File: config.mk
export PLATFORM = sky130hd
export DESIGN_NAME = spwm_deadtime_3ph
export DESIGN_NICKNAME = d
export VERILOG_FILES = /design/src/rtl/spwm_deadtime_3ph_pkg.sv /design/src/rtl/spwm_deadtime_3ph_leg.sv /design/src/rtl/spwm_deadtime_3ph.sv
export SDC_FILE = /design/constraint.sdc
export NUM_CORES = 1
export LEC_CHECK = 0
export ABC_AREA = 1
export CAP_MARGIN = 20
export CORE_MARGIN = 3
export CORE_UTILIZATION = 42
export CTS_BUF_LIST = sky130_fd_sc_hd__clkbuf_8
export DETAILED_ROUTE_END_ITERATION = 16
export PLACE_DENSITY = 0.68
export SLEW_MARGIN = 20
export SYNTH_ARGS = -nofsm -noshare
export SYNTH_HDL_FRONTEND = slang
export SYNTH_SLANG_ARGS = --single-unit
File: constraint.sdc
create_clock -name clk -period 2 [get_ports clk]
set_input_delay 0.4 -clock clk [delete_from_list [all_inputs] [get_ports clk]]
set_output_delay 0.4 -clock clk [all_outputs]
set_load 0.05 [all_outputs]
File: src/rtl/spwm_deadtime_3ph_pkg.sv
// spwm_deadtime_3ph_pkg: leg state encoding and shared defaults for the dead-time inserter
package spwm_deadtime_3ph_pkg;
  localparam int DT_BITS_DEF = 8;
  typedef logic [1:0] leg_state_t;
  localparam leg_state_t IDLE  = 2'd0;
  localparam leg_state_t DEAD  = 2'd1;
  localparam leg_state_t HS_ON = 2'd2;
  localparam leg_state_t LS_ON = 2'd3;
endpackage

File: src/rtl/spwm_deadtime_3ph_leg.sv
// deadtime_leg: one inverter leg; registers its PWM input and turns it into a
// complementary gate pair with a both-off interval on every transition
module deadtime_leg
  import spwm_deadtime_3ph_pkg::*;
#(
  parameter int DT_BITS = DT_BITS_DEF
) (
  input  logic               clk,
  input  logic               rst,
  input  logic               kill,
  input  logic [DT_BITS-1:0] deadtime,
  input  logic               pwm,
  output logic               gate_h,
  output logic               gate_l
);
  localparam logic [DT_BITS-1:0] ONE = DT_BITS'(1);
  logic in_q, tgt, nxt_tgt;
  leg_state_t state, nxt_state;
  logic [DT_BITS-1:0] cnt, nxt_cnt, dt_load;
  assign dt_load = (deadtime == '0) ? ONE : deadtime;
  // every path into DEAD (entry, either ON edge, or a restart) targets the current input
  always_comb begin
    nxt_state = state;
    nxt_cnt = cnt;
    nxt_tgt = tgt;
    if (kill) begin
      nxt_state = IDLE;
      nxt_cnt = '0;
    end else if (state == IDLE || (state == HS_ON && !in_q) || (state == LS_ON && in_q) ||
                 (state == DEAD && in_q != tgt)) begin
      nxt_state = DEAD;
      nxt_cnt = dt_load;
      nxt_tgt = in_q;
    end else if (state == DEAD) begin
      nxt_cnt = cnt - ONE;
      nxt_state = (cnt == ONE) ? (tgt ? HS_ON : LS_ON) : DEAD;
    end
  end
  always_ff @(posedge clk or negedge rst) begin
    if (!rst) begin
      in_q <= 1'b0;
      state <= IDLE;
      cnt <= '0;
      tgt <= 1'b0;
      gate_h <= 1'b0;
      gate_l <= 1'b0;
    end else begin
      in_q <= pwm;
      state <= nxt_state;
      cnt <= nxt_cnt;
      tgt <= nxt_tgt;
      gate_h <= nxt_state == HS_ON;
      gate_l <= nxt_state == LS_ON;
    end
  end
endmodule

File: src/rtl/spwm_deadtime_3ph.sv
// spwm_deadtime_3ph: three-phase dead-time inserter with global enable and
// a sticky fault latch that forces every gate off
module spwm_deadtime_3ph
  import spwm_deadtime_3ph_pkg::*;
#(
  parameter int                 DT_BITS    = DT_BITS_DEF,
  parameter logic [DT_BITS-1:0] DT_DEFAULT = DT_BITS'(10)
) (
  input  logic               clk,
  input  logic               rst,
  input  logic               enable,
  input  logic [DT_BITS-1:0] deadtime,
  input  logic               fault,
  input  logic               fault_clr,
  input  logic               pwm_a,
  input  logic               pwm_b,
  input  logic               pwm_c,
  output logic               gate_ah,
  output logic               gate_al,
  output logic               gate_bh,
  output logic               gate_bl,
  output logic               gate_ch,
  output logic               gate_cl,
  output logic               fault_latched
);
  logic kill;
  // a zero tie-off would silently run at the minimum one-cycle gap
  if (DT_DEFAULT == '0) begin : g_dt_default_check
    $error("DT_DEFAULT must be non-zero");
  end
  // the legs see the latch value from before this edge, so a clear only re-arms them a cycle later
  assign kill = fault_latched | fault | ~enable;
  always_ff @(posedge clk or negedge rst) begin
    if (!rst) fault_latched <= 1'b0;
    else fault_latched <= fault | (fault_latched & ~fault_clr);
  end
  deadtime_leg #(.DT_BITS(DT_BITS)) u_leg_a (
    .clk(clk), .rst(rst), .kill(kill), .deadtime(deadtime), .pwm(pwm_a),
    .gate_h(gate_ah), .gate_l(gate_al)
  );
  deadtime_leg #(.DT_BITS(DT_BITS)) u_leg_b (
    .clk(clk), .rst(rst), .kill(kill), .deadtime(deadtime), .pwm(pwm_b),
    .gate_h(gate_bh), .gate_l(gate_bl)
  );
  deadtime_leg #(.DT_BITS(DT_BITS)) u_leg_c (
    .clk(clk), .rst(rst), .kill(kill), .deadtime(deadtime), .pwm(pwm_c),
    .gate_h(gate_ch), .gate_l(gate_cl)
  );
endmodule

Word level (Yosys, flattened, before mapping)
Cells that the tools add are included.
{ "totals": {"elab_cells": 106, "in_bits": 16, "out_inout_bits": 7, "register_bits": 43} }
{ "op_classes": {"n_addsub": 3, "n_mux": 25, "n_reduce_logical": 31, "n_eq_ne": 21, "bitwise": 7} }
{ "ops": {"columns": ["op", "n"], "rows": [
  ["8-bit two-way mux", 10],
  ["2-bit equality test (second input constant)", 12],
  ["8-bit by 1-bit equality test with 1-bit output (second input constant)", 3],
  ["2-bit two-way mux", 12],
  ["8-bit by 1-bit subtractor with 8-bit output (second input constant)", 3],
  ["1-bit logical AND", 9],
  ["1-bit logical OR", 9],
  ["3-bit nonzero test", 3],
  ["8-bit zero test", 1],
  ["2-bit by 1-bit equality test with 1-bit output (second input constant)", 3],
  ["2-bit zero test", 3],
  ["2-bit AND reduction", 3],
  ["1-bit zero test", 3],
  ["1-bit two-way mux", 3],
  ["1-bit != test", 3],
  ["1-bit NOT", 3],
  ["1-bit OR", 3],
  ["1-bit AND", 1]
]} }

Longest topological paths before layout
{ "depth": {"depth_word": 8, "mapped_depth": 11, "mapped_depth_nobuf": 10} }

Modules after synthesis
A second synthesis with hierarchy kept.
{ "unflattened": {"cells_unflattened": 405, "area_unflattened_um2": 2793.9} }
{ "modules_own_cells": {"columns": ["module", "seq_area_each_um2", "n_inst", "area_each_um2", "cells_each"], "rows": [
  ["deadtime_leg at u_leg_a ...", 350.3, 2, 922.1, 135],
  ["deadtime_leg at u_leg_c", 350.3, 1, 902.1, 128],
  ["spwm_deadtime_3ph", 25.0, 1, 47.5, 7]
]} }

Worst setup path after synthesis
OpenSTA, ideal clock, no wires.
{ "synth_path": {"path_kind": "register to register", "from": "register fault_latched", "to": "register u_leg_b.cnt[7]", "period_less_slack_ps": 1600, "n_path_buf": 1, "setup_slack_ps": 400, "t_required_ps": 1883, "t_arrival_ps": 1483, "stages_incl_launch_ff": 9, "setup_ps": 117, "path_cell_list": "dfrtp_1 inv_2 nand3_4 clkinv_4 nand3_2 buf_6 nand2_1 nor2_1 nor2_1"} }
{ "synth_between": {"elab_chain_cells": 3, "elab_cells_between_ends": 4, "classes_between": "mux (1); bitwise (2); reduce/logical (1)"} }
{ "synth_lines": {"columns": ["element", "line_no", "text"], "rows": [
  ["from (decl)", "spwm_deadtime_3ph.sv:24", "output logic fault_latched"],
  ["from (signal assigned)", "spwm_deadtime_3ph.sv:35", "else fault_latched <= fault | (fault_latched & ~fault_clr);"],
  ["1-bit OR (*) (2 in series)", "spwm_deadtime_3ph.sv:32", "assign kill = fault_latched | fault | ~enable;"],
  ["3-bit nonzero test (no line) / 8-bit two-way mux (equally long branches)", null, null],
  ["to (signal assigned)", "spwm_deadtime_3ph_leg.sv:50", "cnt <= nxt_cnt;"],
  ["to (decl)", "spwm_deadtime_3ph_leg.sv:19", "logic [DT_BITS-1:0] cnt, nxt_cnt, dt_load;"]
]} }
Mark *: on every way between the ends. The rest lies on a longest branch, timed or not.
A chain may end at the register's enable or synchronous reset.

Worst setup path in the final report
{ "layout_path": {"from": "register fault_latched", "to": "output fault_latched"} }
No word-level cell between the ends.

==> flow_metrics.py <==
metrics = {
    "outcome": {
        "status": "finished, final reports clean",
    },
    "floorplanning": {
        "fp.coreArea_um2": 6420,
        "row_count": 29,
        "io_pins": 23,
        "chipHeight_um": 87.9,
        "die_w_um": 87.9,
        "dieArea_um2": 7720,
        "start_util_pct": 43.9,
    },
    "synthesis": {
        "mappedNetlistNets": 409,
        "ys_seq_area_share_pct": 38.2,
        "muxShareOfSynthArea_pct": 0,
        "synth_compound_area_share_pct": 8.40,
        "async_reset_ff_share_pct": 100,
        "yosysUniqueCellTypes": 32,
        "avgSynthCellArea_um2": 7.28,
        "synth_edf_count": 0,
        "yosys.area_share.xor_xnor_pct": 0.933,
        "syn_area_um2": 2820,
        "ys.warnings.count": 0,
        "synth_fa_ha_area_share_pct": 2.67,
        "synthSimpleGateAreaFrac_pct": 41.0,
        "synth_top_family_by_area": "simple AND/OR/NAND/NOR gates",
        "syn_inst": 387,
        "ys_seq_elements": 43,
        "ys.flop_type": "dfrtp_1",
    },
    "clock_tree": {
        "insertion_delay_ps": 310,
        "clk_pin_slew_ps": 90,
        "cts.sink_count": 43,
        "htreeDepth": 2,
        "cts_tree": "yes",
        "cts_made_buffers": 5,
        "hold_buffers": 0,
        "cts_resized": 0,
        "clockRootBuffer": "clkbuf_8",
        "clk_path_buf_depth": 2,
        "cts_setup_buffers": 0,
    },
    "critical_path": {
        "end_kind": "output pin",
        "r2r_setup_slack_ps": 540,
        "startpoint": "fault_latched",
        "cp_top_family": "buffers and inverters",
        "slowest_stage": "clkdlybuf4s50_1",
        "path_cells": "clkdlybuf4s50_1",
        "cpPeakStageDelay_ps": 820,
        "worst-path-stages": 1,
        "rr_startpoint": "fault_latched",
        "path_buf_inv": 1,
        "crit_fanout": 2,
        "critical_path_required_ps": 1600,
        "crit_path_end": "fault_latched",
        "worstRegToRegCells": 7,
        "timing.rr.end": "u_leg_b.cnt[4]",
        "critical_path_arrival_ps": 1500,
        "worstSetupPathType": "flop to output pin",
        "worstSetupStartpointType": "flop",
    },
    "drt": {
        "totalWireLength_um": 6160,
        "drc": 0,
        "viasPerCell": 4.99,
        "firstDrtPassIters": 4,
        "first_iter_violations": 133,
        "via_count": 2459,
        "ant_nets": 0,
        "wl_per_cell_um": 12.5,
    },
    "timing": {
        "fin_crit_ps": 1900,
        "setup_violations": 0,
        "rsz0062_at_grt": "no",
        "hold_ws_ps": 50.4,
        "skew_ps": 6.90,
        "fin_tns_setup_ps": 0,
        "slew_violations": 0,
        "max_slew_margin_pct": 66.1,
        "fin_crit_sh_pct": 94.9,
        "worstMarginPinSlew_ps": 508,
        "hold_viol": 0,
        "fmax_mhz": 527,
    },
    "placement": {
        "io_buffers": 22,
        "dpl.hpwl_um": 4640,
        "gp_congestion": 0.859,
        "place_area_um2": 3120,
    },
    "layout": {
        "drive_above_1_share_pct": 12.5,
        "nets": 437,
        "n_fill_cell": 628,
        "insertedDiodeCount": 0,
        "area_delta_synth_final_pct": 13.8,
        "final_area_um2": 3210,
    },
    "power_and_ir_drop": {
        "p_total_mw": 1.79,
        "peakVddDrop_v": 0.000219,
        "p_per_area_nw_per_um2": 558,
        "p_leak_nw": 1.63,
    },
    "global_route": {
        "grt_pass1_wl_um": 10700,
        "antenna_found_initial": 0,
        "grt_max_degree": 24,
        "grt.total_usage_pct": 17.6,
        "grt_pass1_vias": 2331,
        "globalRouteOverflowTotal": 0,
    },
    "min_path": {
        "min_path_type": "primary input to asynchronous set/reset pin",
    },
    "run": {
        "maxCapViolCount": 0,
    },
}
-- where the power goes --
group / switching (mW) / leakage, nW / internal, mW
registers: 0.0314 / 0.577 / 0.903
logic: 0.176 / 1.00 / 0.113
clock network: 0.326 / 0.0453 / 0.240
-- cell usage after synthesis (2+ instances only) --
master      n  area [um2]
nand4_1    14        87.6
o21a_1      3        22.5
a21oi_2     3        26.3
buf_6       4        45.0
ha_1        6        75.1
o21ai_2     2        17.5
nor2_4      6        67.6
xor2_1      3        26.3
dfrtp_1    43        1080
inv_2       6        22.5
a21oi_1    14        70.1
and2_1      2        12.5
nand3_4     4        70.1
nor2_1     61         229
o211ai_1    3        22.5
nand2_1   109         409
nand3_1    24         120
o21ai_0    13        65.1
nand2_2    10        62.6
nand2_4     2        22.5
inv_1      42         158
or2_0       2        12.5
nand3_2     2        20.0
-- state kept, by name (all words and copies together) (netlist names) --
name and cells:
u_leg_c.tgt 1, u_leg_a.in_q 1, u_leg_a.cnt 8, u_leg_b.gate_h 1, u_leg_a.gate_l 1, u_leg_b.cnt 8
u_leg_b.gate_l 1, u_leg_a.tgt 1, u_leg_c.gate_h 1, u_leg_c.in_q 1, u_leg_b.tgt 1, u_leg_c.cnt 8
u_leg_c.gate_l 1, fault_latched 1, u_leg_a.gate_h 1, u_leg_c.state 2, u_leg_a.state 2, u_leg_b.in_q 1
u_leg_b.state 2
-- cell usage in the layout (no fill, tap or decap), types with 2 or more instances in the layout --
cell type / Yosys / layout
ha_1: 6 / 6
inv_2: 6 / 6
buf_4: 1 / 4
o21ai_2: 2 / 2
nor2_1: 61 / 61
clkdlybuf4s50_1: 0 / 21
nand2_2: 10 / 10
o21a_1: 3 / 3
nor2_4: 6 / 6
clkbuf_8: 0 / 5
o21ai_0: 13 / 13
nand3_2: 2 / 2
nand2_4: 2 / 2
o211ai_1: 3 / 3
and2_1: 2 / 2
nand2_1: 109 / 109
nand3_4: 4 / 4
inv_1: 42 / 43
nand3_1: 24 / 24
nand4_1: 14 / 14
xor2_1: 3 / 3
or2_0: 2 / 2
a21oi_2: 3 / 3
a21oi_1: 14 / 14
dfrtp_1: 43 / 43
-- layout make-up --
type	instances	area, um2	share of cell area [%]
Multi-Input combinational cell	289	1490	46.6
Sequential cell	43	1080	33.6
Timing Repair Buffer	27	265	8.27
Inverter	49	189	5.89
Tap cell	77	96.3	3.01
Clock buffer	5	68.8	2.15
Clock inverter	3	16.3	0.507
-- stage by stage --
step / setup slack, ps / util, % / instances
2_1_floorplan: 400 / - / 387
3_3_place_gp: 153 / 48.6 / 485
3_5_place_dp: 101 / 48.6 / 485
4_1_cts: 84.9 / 49.9 / 493
5_1_grt: 55.3 / 49.9 / 493
6_report: 102 / 49.9 / 493
-- logic make-up after synthesis --
logic type,after synthesis
and+or+nand+nor,240
DFF,43
xor gates and xnor gates,3
AOI/OAI and AO/OA,40
buffers and inverters,55
adders and majority gates,6
-- layer usage --
layer	share of wire (%)	routed length, um	global-route usage (%)	up-vias
li1	-	-	-	1277
met1	48	2960	23.4	1146
met2	48	2950	28.3	28
met3	2.5	157	3.48	8
met4	1.5	93	6.56	0
met5	0	0	0	-
-- how the worst min path moves through the flow --
stage / depth (start not counted) / slack, ps / to / startpoint
floorplan: 0 / 100 / fault_latched / rst
global placement: 1 / 410 / u_leg_c.gate_l / rst
detailed placement: 1 / 400 / u_leg_c.gate_l / rst
CTS: 1 / 70 / u_leg_c.gate_l / rst
global route: 1 / 100 / u_leg_c.cnt[7] / rst
finish: 1 / 50 / u_leg_c.state[1] / rst
Note: power is estimated with default switching activity, not from simulation.
